[config.mk]
export PLATFORM = sky130hd
export DESIGN_NAME = ram_port_arbiter
export DESIGN_NICKNAME = d
export VERILOG_FILES = /design/src/rtl/ram_port_arbiter.sv
export SDC_FILE = /design/constraint.sdc
export NUM_CORES = 1
export LEC_CHECK = 0
export CORE_UTILIZATION = 46
export CTS_BUF_LIST = sky130_fd_sc_hd__clkbuf_8
export DETAILED_ROUTE_END_ITERATION = 10
export MAX_ROUTING_LAYER = met4
export PLACE_DENSITY_LB_ADDON = 0.05
export SLEW_MARGIN = 20
export SYNTH_ARGS = -nofsm -noshare
export SYNTH_HDL_FRONTEND = slang
export SYNTH_SLANG_ARGS = --single-unit
[constraint.sdc]
create_clock -name clk -period 3.3 [get_ports clk]
set_input_delay 0.33 -clock clk [delete_from_list [all_inputs] [get_ports clk]]
set_output_delay 0.33 -clock clk [all_outputs]
set_load 0.01 [all_outputs]
[src/rtl/ram_port_arbiter.sv]
// Purpose : round-robin arbiter sharing one AWxDW RAM between the CPU control path and a debug/loader port.
// Latency : request sampled in IDLE -> mem_en held ACC_LAT cycles -> one-cycle ack; one access per ACC_LAT+2 cycles.
// Backpressure: req/ack handshake; requester holds req+payload until ack, cpu_stall = cpu_req & ~cpu_ack.
//
// Ports:
//   clk, rst                      clock, synchronous active-high reset
//   cpu_req/we/addr/wdata -> ack, rdata   CPU requester (rdata updates only on CPU read completion)
//   dbg_req/we/addr/wdata -> ack, rdata   debug/loader requester (same rules)
//   mem_en/we/addr/wdata, mem_rdata       RAM side; mem_rdata is combinational from mem_addr
//   cpu_stall, busy                       CPU freeze request, FSM-not-idle flag
module ram_port_arbiter #(
  parameter int AW      = 4,
  parameter int DW      = 8,
  parameter int ACC_LAT = 2   // 1..15
) (
  input  logic          clk,
  input  logic          rst,
  input  logic          cpu_req,
  input  logic          cpu_we,
  input  logic [AW-1:0] cpu_addr,
  input  logic [DW-1:0] cpu_wdata,
  output logic          cpu_ack,
  output logic [DW-1:0] cpu_rdata,
  input  logic          dbg_req,
  input  logic          dbg_we,
  input  logic [AW-1:0] dbg_addr,
  input  logic [DW-1:0] dbg_wdata,
  output logic          dbg_ack,
  output logic [DW-1:0] dbg_rdata,
  output logic          mem_en,
  output logic          mem_we,
  output logic [AW-1:0] mem_addr,
  output logic [DW-1:0] mem_wdata,
  input  logic [DW-1:0] mem_rdata,
  output logic          cpu_stall,
  output logic          busy
);

  typedef enum logic [1:0] {IDLE, ACCESS, RESP} state_t;

  localparam logic PORT_CPU = 1'b0;
  localparam logic PORT_DBG = 1'b1;

  localparam int            CW       = 4;
  localparam logic [CW-1:0] CNT_INIT = CW'(ACC_LAT - 1);

  state_t        state_q, state_d;
  logic          owner_q, owner_d;
  logic          we_q, we_d;
  logic [AW-1:0] addr_q, addr_d;
  logic [DW-1:0] wdata_q, wdata_d;
  logic [CW-1:0] cnt_q, cnt_d;
  logic          last_grant_q, last_grant_d;
  logic [DW-1:0] cpu_rdata_q, cpu_rdata_d;
  logic [DW-1:0] dbg_rdata_q, dbg_rdata_d;
  logic          grant_dbg;

  always_ff @(posedge clk) begin
    if (rst) begin
      state_q      <= IDLE;
      owner_q      <= PORT_CPU;
      we_q         <= 1'b0;
      addr_q       <= '0;
      wdata_q      <= '0;
      cnt_q        <= '0;
      last_grant_q <= PORT_DBG;  // so the CPU wins the first contested access
      cpu_rdata_q  <= '0;
      dbg_rdata_q  <= '0;
    end else begin
      state_q      <= state_d;
      owner_q      <= owner_d;
      we_q         <= we_d;
      addr_q       <= addr_d;
      wdata_q      <= wdata_d;
      cnt_q        <= cnt_d;
      last_grant_q <= last_grant_d;
      cpu_rdata_q  <= cpu_rdata_d;
      dbg_rdata_q  <= dbg_rdata_d;
    end
  end

  always_comb begin
    state_d      = state_q;
    owner_d      = owner_q;
    we_d         = we_q;
    addr_d       = addr_q;
    wdata_d      = wdata_q;
    cnt_d        = cnt_q;
    last_grant_d = last_grant_q;
    cpu_rdata_d  = cpu_rdata_q;
    dbg_rdata_d  = dbg_rdata_q;
    // Debug wins when it is alone, or when both ask and the CPU had the last turn.
    grant_dbg    = dbg_req && (!cpu_req || (last_grant_q == PORT_CPU));

    case (state_q)
      IDLE: begin
        if (cpu_req || dbg_req) begin
          owner_d = grant_dbg ? PORT_DBG : PORT_CPU;
          we_d    = grant_dbg ? dbg_we    : cpu_we;
          addr_d  = grant_dbg ? dbg_addr  : cpu_addr;
          wdata_d = grant_dbg ? dbg_wdata : cpu_wdata;
          cnt_d   = CNT_INIT;
          state_d = ACCESS;
        end
      end
      ACCESS: begin
        if (cnt_q != '0) begin
          cnt_d = cnt_q - 1'b1;
        end else begin
          // Capture read data on the last enable cycle, into the owner's register only.
          if (!we_q) begin
            if (owner_q == PORT_DBG) dbg_rdata_d = mem_rdata;
            else                     cpu_rdata_d = mem_rdata;
          end
          state_d = RESP;
        end
      end
      RESP: begin
        last_grant_d = owner_q;
        state_d      = IDLE;
      end
      default: state_d = IDLE;
    endcase
  end

  // RAM side is driven purely from latched state, so requester changes mid-access are invisible.
  assign mem_en    = (state_q == ACCESS);
  assign mem_we    = mem_en & we_q;
  assign mem_addr  = addr_q;
  assign mem_wdata = wdata_q;

  assign cpu_ack   = (state_q == RESP) && (owner_q == PORT_CPU);
  assign dbg_ack   = (state_q == RESP) && (owner_q == PORT_DBG);
  assign cpu_rdata = cpu_rdata_q;
  assign dbg_rdata = dbg_rdata_q;

  assign cpu_stall = cpu_req & ~cpu_ack;
  assign busy      = (state_q != IDLE);

endmodule
# After elaboration in Yosys (flattened, before gate mapping)
# Cells that the tools add are included.
[op_classes]
add_sub_neg = 1
eq_ne = 5
mux = 10
bitwise_logic = 7
n_reduce_logical = 15
[ops]
columns = ["op", "n"]
rows = [
  ["$mux W4", 3],
  ["$mux W8", 1],
  ["$pmux W4 S2", 1],
  ["$reduce_and A4 Y1", 2],
  ["$not A1 Y1", 5],
  ["$mux W2", 2],
  ["$ne A2 B2 Y1 const B", 2],
  ["$pmux W2 S2", 1],
  ["$reduce_and A2 Y1", 2],
  ["$reduce_bool A2 Y1", 2],
  ["$reduce_bool A4 Y1", 1],
  ["$sub A4 B1 Y4 const B", 1],
  ["$logic_and A1 B1 Y1", 3],
  ["$reduce_and A3 Y1", 1],
  ["$and A1 B1 Y1", 2],
  ["$eq A2 B1 Y1 const B", 1],
  ["$eq A2 B2 Y1 const B", 1],
  ["$logic_not A2 Y1", 1],
  ["$logic_or A1 B1 Y1", 2],
  ["$mux W1", 2],
  ["$ne A2 B1 Y1 const B", 1],
  ["$logic_not A1 Y1", 1],
]
[word_totals]
register_bits = 37
in_bits = 38
output_inout_bits = 34
elab_cells = 47

# Longest topological paths before layout
[logic_depth]
ltp_word = 4
ltp_mapped = 6
depth_no_buf = 5

# Least setup slack after synthesis
# OpenSTA, ideal clock, no wires.
[synth_timing]
path_type = "register to register"
start = "reg cnt_q[0]"
end = "reg dbg_rdata_q[0] (netlist: dbg_rdata[0])"
setup_time_ns = 0.119
arrival_time_ns = 1.615
t_required_ns = 3.181
path_slack_ns = 1.566
path_stages_with_launch = 7
path_buffers = 1
period_less_slack_ns = 1.734
path_cell_list = "dfxtp_1 -> inv_1 -> ha_1 -> or3b_4 -> or4_1 -> buf_6 -> mux2i_1"
[synth_via]
elab_chain_len = 3
[synth_lines]
columns = ["element", "line_no", "text"]
rows = [
  ["from (decl)", "52", "logic [CW-1:0] cnt_q, cnt_d;"],
  ["from (signal assigned)", "75", "cnt_q <= cnt_d;"],
  ["$reduce_bool A4 Y1", "107", "if (cnt_q != '0) begin"],
  ["$not A1 Y1 (no source line)", "--", ""],
  ["$reduce_and A4 Y1 (no source line)", "--", ""],
  ["to (signal assigned)", "78", "dbg_rdata_q <= dbg_rdata_d;"],
  ["to (decl)", "55", "logic [DW-1:0] dbg_rdata_q, dbg_rdata_d;"],
]
# No other way between the ends.
# A chain may end at the register's enable or synchronous reset.

# Worst setup path after layout
[layout_timing]
start = "reg state_q[1]"
end = "out mem_we"
[layout_via]
elab_chain_len = 2
[layout_lines]
columns = ["element", "line_no", "text"]
rows = [
  ["from (decl)", "47", "state_t state_q, state_d;"],
  ["from (signal assigned)", "70", "state_q <= state_d;"],
  ["$eq A2 B1 Y1", "127", "assign mem_en = (state_q == ACCESS);"],
  ["$and A1 B1 Y1", "128", "assign mem_we = mem_en & we_q;"],
  ["to (decl)", "31", "output logic mem_we,"],
]
# No other way between the ends.

==> qor.txt <==
Endpoint type of the worst setup path = output pin
Worst Tran Pin Value = 1.06 ns
Setup bufs post-CTS = 0
Post-route antenna net violation count = 0
Gr usage total = 0.211
DP HPWL = 2730 um
WP data required = 2.97 ns
Largest net degree at the start of global routing = 19
Synth area leaders = dfxtp_1 (46%), mux2i_1 (18%), nand2b_1 (10%)
Post-synthesis net count = 194
Share of cells above drive strength 1 = 0.0491
Startpoint types = register
Synth top area share = 0.460
Yosys Warn Count = 0
N_diodes = 0
IO Port Bufs = 71
Number of max-cap violations = 0
Post-Syn Area = 1610 sq um
Routed WL per cell = 13.0 um
CTS buffer count = 5
Fmax = 472 MHz
Vias in the first global route = 1342
Count leader, synth = dfxtp_1
CTS root buf = clkbuf_8
Core Rows = 21
Min-Delay Path Class = register to register
Main synth FF type = dfxtp_1
Sequential share of the synthesized area = 0.460
Chip height = 61.1 um
Fin crit period = 2.12 ns
Layout area overhead = 50.6%
Initial antenna violation count = 0
Cell taking the most area after synthesis = dfxtp_1
DR pass1 iterations = 4
Worst-path fanout max = 10
CTS clk-pin slew, worst paths = 0.06 ns
Synth unique cells = 28
Setup TNS = 0 ns
Status = complete, no violations
CTS tree = yes
Register bit count reported by yosys = 37
Slew headroom = 0.292
RSZ-0062 raised after global routing = no
First-pass GRT wire length = 5470 um
Chip width = 61.1 um
Hold buffers post-CTS = 0
CP max-delay cell = clkdlybuf4s50_1
LEAKAGE = 0.929 nW
Post-route clock skew = 0.00528 ns
Arrival time at the worst endpoint = 1.79 ns
Final Hold Fails = 0
Design Area, Final = 2420 sq um
Core area = 3340 sq um
Area post-placement = 2350 sq um
Post-CTS Resized = 0
Final #Nets = 265
EDFF count, synth = 0
CP bufs+invs = 2
Cells after synthesis = 154
Initial core utilization = 0.482
Die Area = 3740 sq um
Final Cycle Share = 0.643
Worst-skew pair later-pin latency = 0.28 ns
Ports = 72
CTS Sinks = 37
Crit path max-delay family = buffers and inverters
Avg Cell Area, Syn = 10.4 sq um
Slew Limit Fails = 0
DRT iter0 DRCs = 67
GRT overflow = 0
Synth top cells by count = dfxtp_1 (37), mux2i_1 (29), nand2b_1 (26)
Share of flip-flops with an asynchronous set or reset = 0
VDD IR max = 254 uV
H-Tree Depth = 2
Delay of the slowest critical-path stage = 0.47 ns
Vias/cell = 5.09
Routability-driven placement congestion ratio = 0.792
Crit Path Class = register to output pin
Fill count = 274
PD cells = 432 nW/um^2
Post-Route WL = 3520 um
Vias = 1375
Final setup fails = 0
CTS max path bufs = 2
CP cell instances = nand2b_1, inv_1, and2_1, clkdlybuf4s50_1
DRC = 0
-- power breakdown --
| part | switching, mW | internal (mW) | total (mW) | leakage [nW] |
|---|---|---|---|---|
| clock | 0.139 | 0.139 | 0.277 | 0.0399 |
| combinational | 0.112 | 0.150 | 0.262 | 0.587 |
| sequential | 0.0243 | 0.484 | 0.508 | 0.302 |
| total | 0.275 | 0.772 | 1.05 | 0.929 |
-- metrics by stage --
step           total power, mW  instances  worst slack [ns]  hold WS, ns   util
6_report                  1.05        270              1.18        0.471  0.726
2_1_floorplan            0.644        154              1.57        0.436      -
3_3_place_gp             0.770        264              1.12        0.443  0.704
3_5_place_dp             0.779        264              1.07        0.450  0.704
5_1_grt                   1.11        270              1.03        0.489  0.726
4_1_cts                   1.06        270              1.16        0.474  0.726
-- final timing paths --
check,start,end,slack (ns),cells past startpoint
worst min-delay path,cpu_rdata[6]$_SDFFE_PP0P_,cpu_rdata[6]$_SDFFE_PP0P_,0.47,2
worst max-delay path,state_q[1]$_SDFFE_PP0P_,mem_we,1.18,4
worst min register to register,cpu_rdata[6]$_SDFFE_PP0P_,cpu_rdata[6]$_SDFFE_PP0P_,0.47,2
worst max register to register,cnt_q[0]$_SDFFE_PP0P_,dbg_rdata[2]$_SDFFE_PP0P_,1.27,5
-- registers in the layout (all words and copies together) (netlist names) --
| signal | count |
|---|---|
| state_q | 2 |
| mem_addr | 4 |
| cpu_rdata | 8 |
| cnt_q | 4 |
| we_q | 1 |
| owner_q | 1 |
| dbg_rdata | 8 |
| last_grant_q | 1 |
| mem_wdata | 8 |
-- layout by cell type, fill, tap and decap left out, drive strengths merged --
master and n:
nand2 2, nor3 3, buf 1, nand2b 26
a211o 1, clkinv 1, nor2 4, o2bb2ai 13
or2 1, a211oi 1, nor4 1, a21oi 4
or3 2, a22oi 1, a21o 1, a21boi 1
and2 1, dfxtp 37, a221o 1, clkbuf 5
nor2b 1, clkdlybuf4s50 71, ha 2, nor3b 1
mux2i 29, or4 3, inv 6, or3b 1
o21ai 3
-- layout make-up --
type                    instances  area [sq um]  share of cell area
multi-input cells             103           811               0.335
flip-flops and latches         37           741               0.306
repair buffers                 72           718               0.296
clock buffers                   5          68.8              0.0284
well taps                      46          57.6              0.0237
inverters                       6          22.5             0.00929
clock inverters                 1          5.00             0.00207
-- logic make-up after synthesis --
kind of cell	after synthesis	share of synthesized area
simple gates	46	0.183
flops	37	0.460
mux	29	0.180
compound gates	26	0.123
buf+inv	14	0.0381
fa+ha+maj	2	0.0155
-- per-layer routing --
| layer | vias up | part of all wire | track usage |
|---|---|---|---|
| met1 | 637 | 0.41 | 0.224 |
| met4 | 0 | 0.013 | 0.0974 |
| met5 | - | 0 | - |
| li1 | 684 | - | - |
| met2 | 49 | 0.51 | 0.368 |
| met3 | 5 | 0.064 | 0.0504 |
-- worst register-to-register path, stage by stage, from the launching register on --
cell and delay [ns]:
dfxtp_1 0.31, inv_1 0.11, ha_1 0.18, or3b_4 0.42, or4_1 0.67, mux2i_1 0.21
No activity file was read; power rests on OpenSTA's default activity.
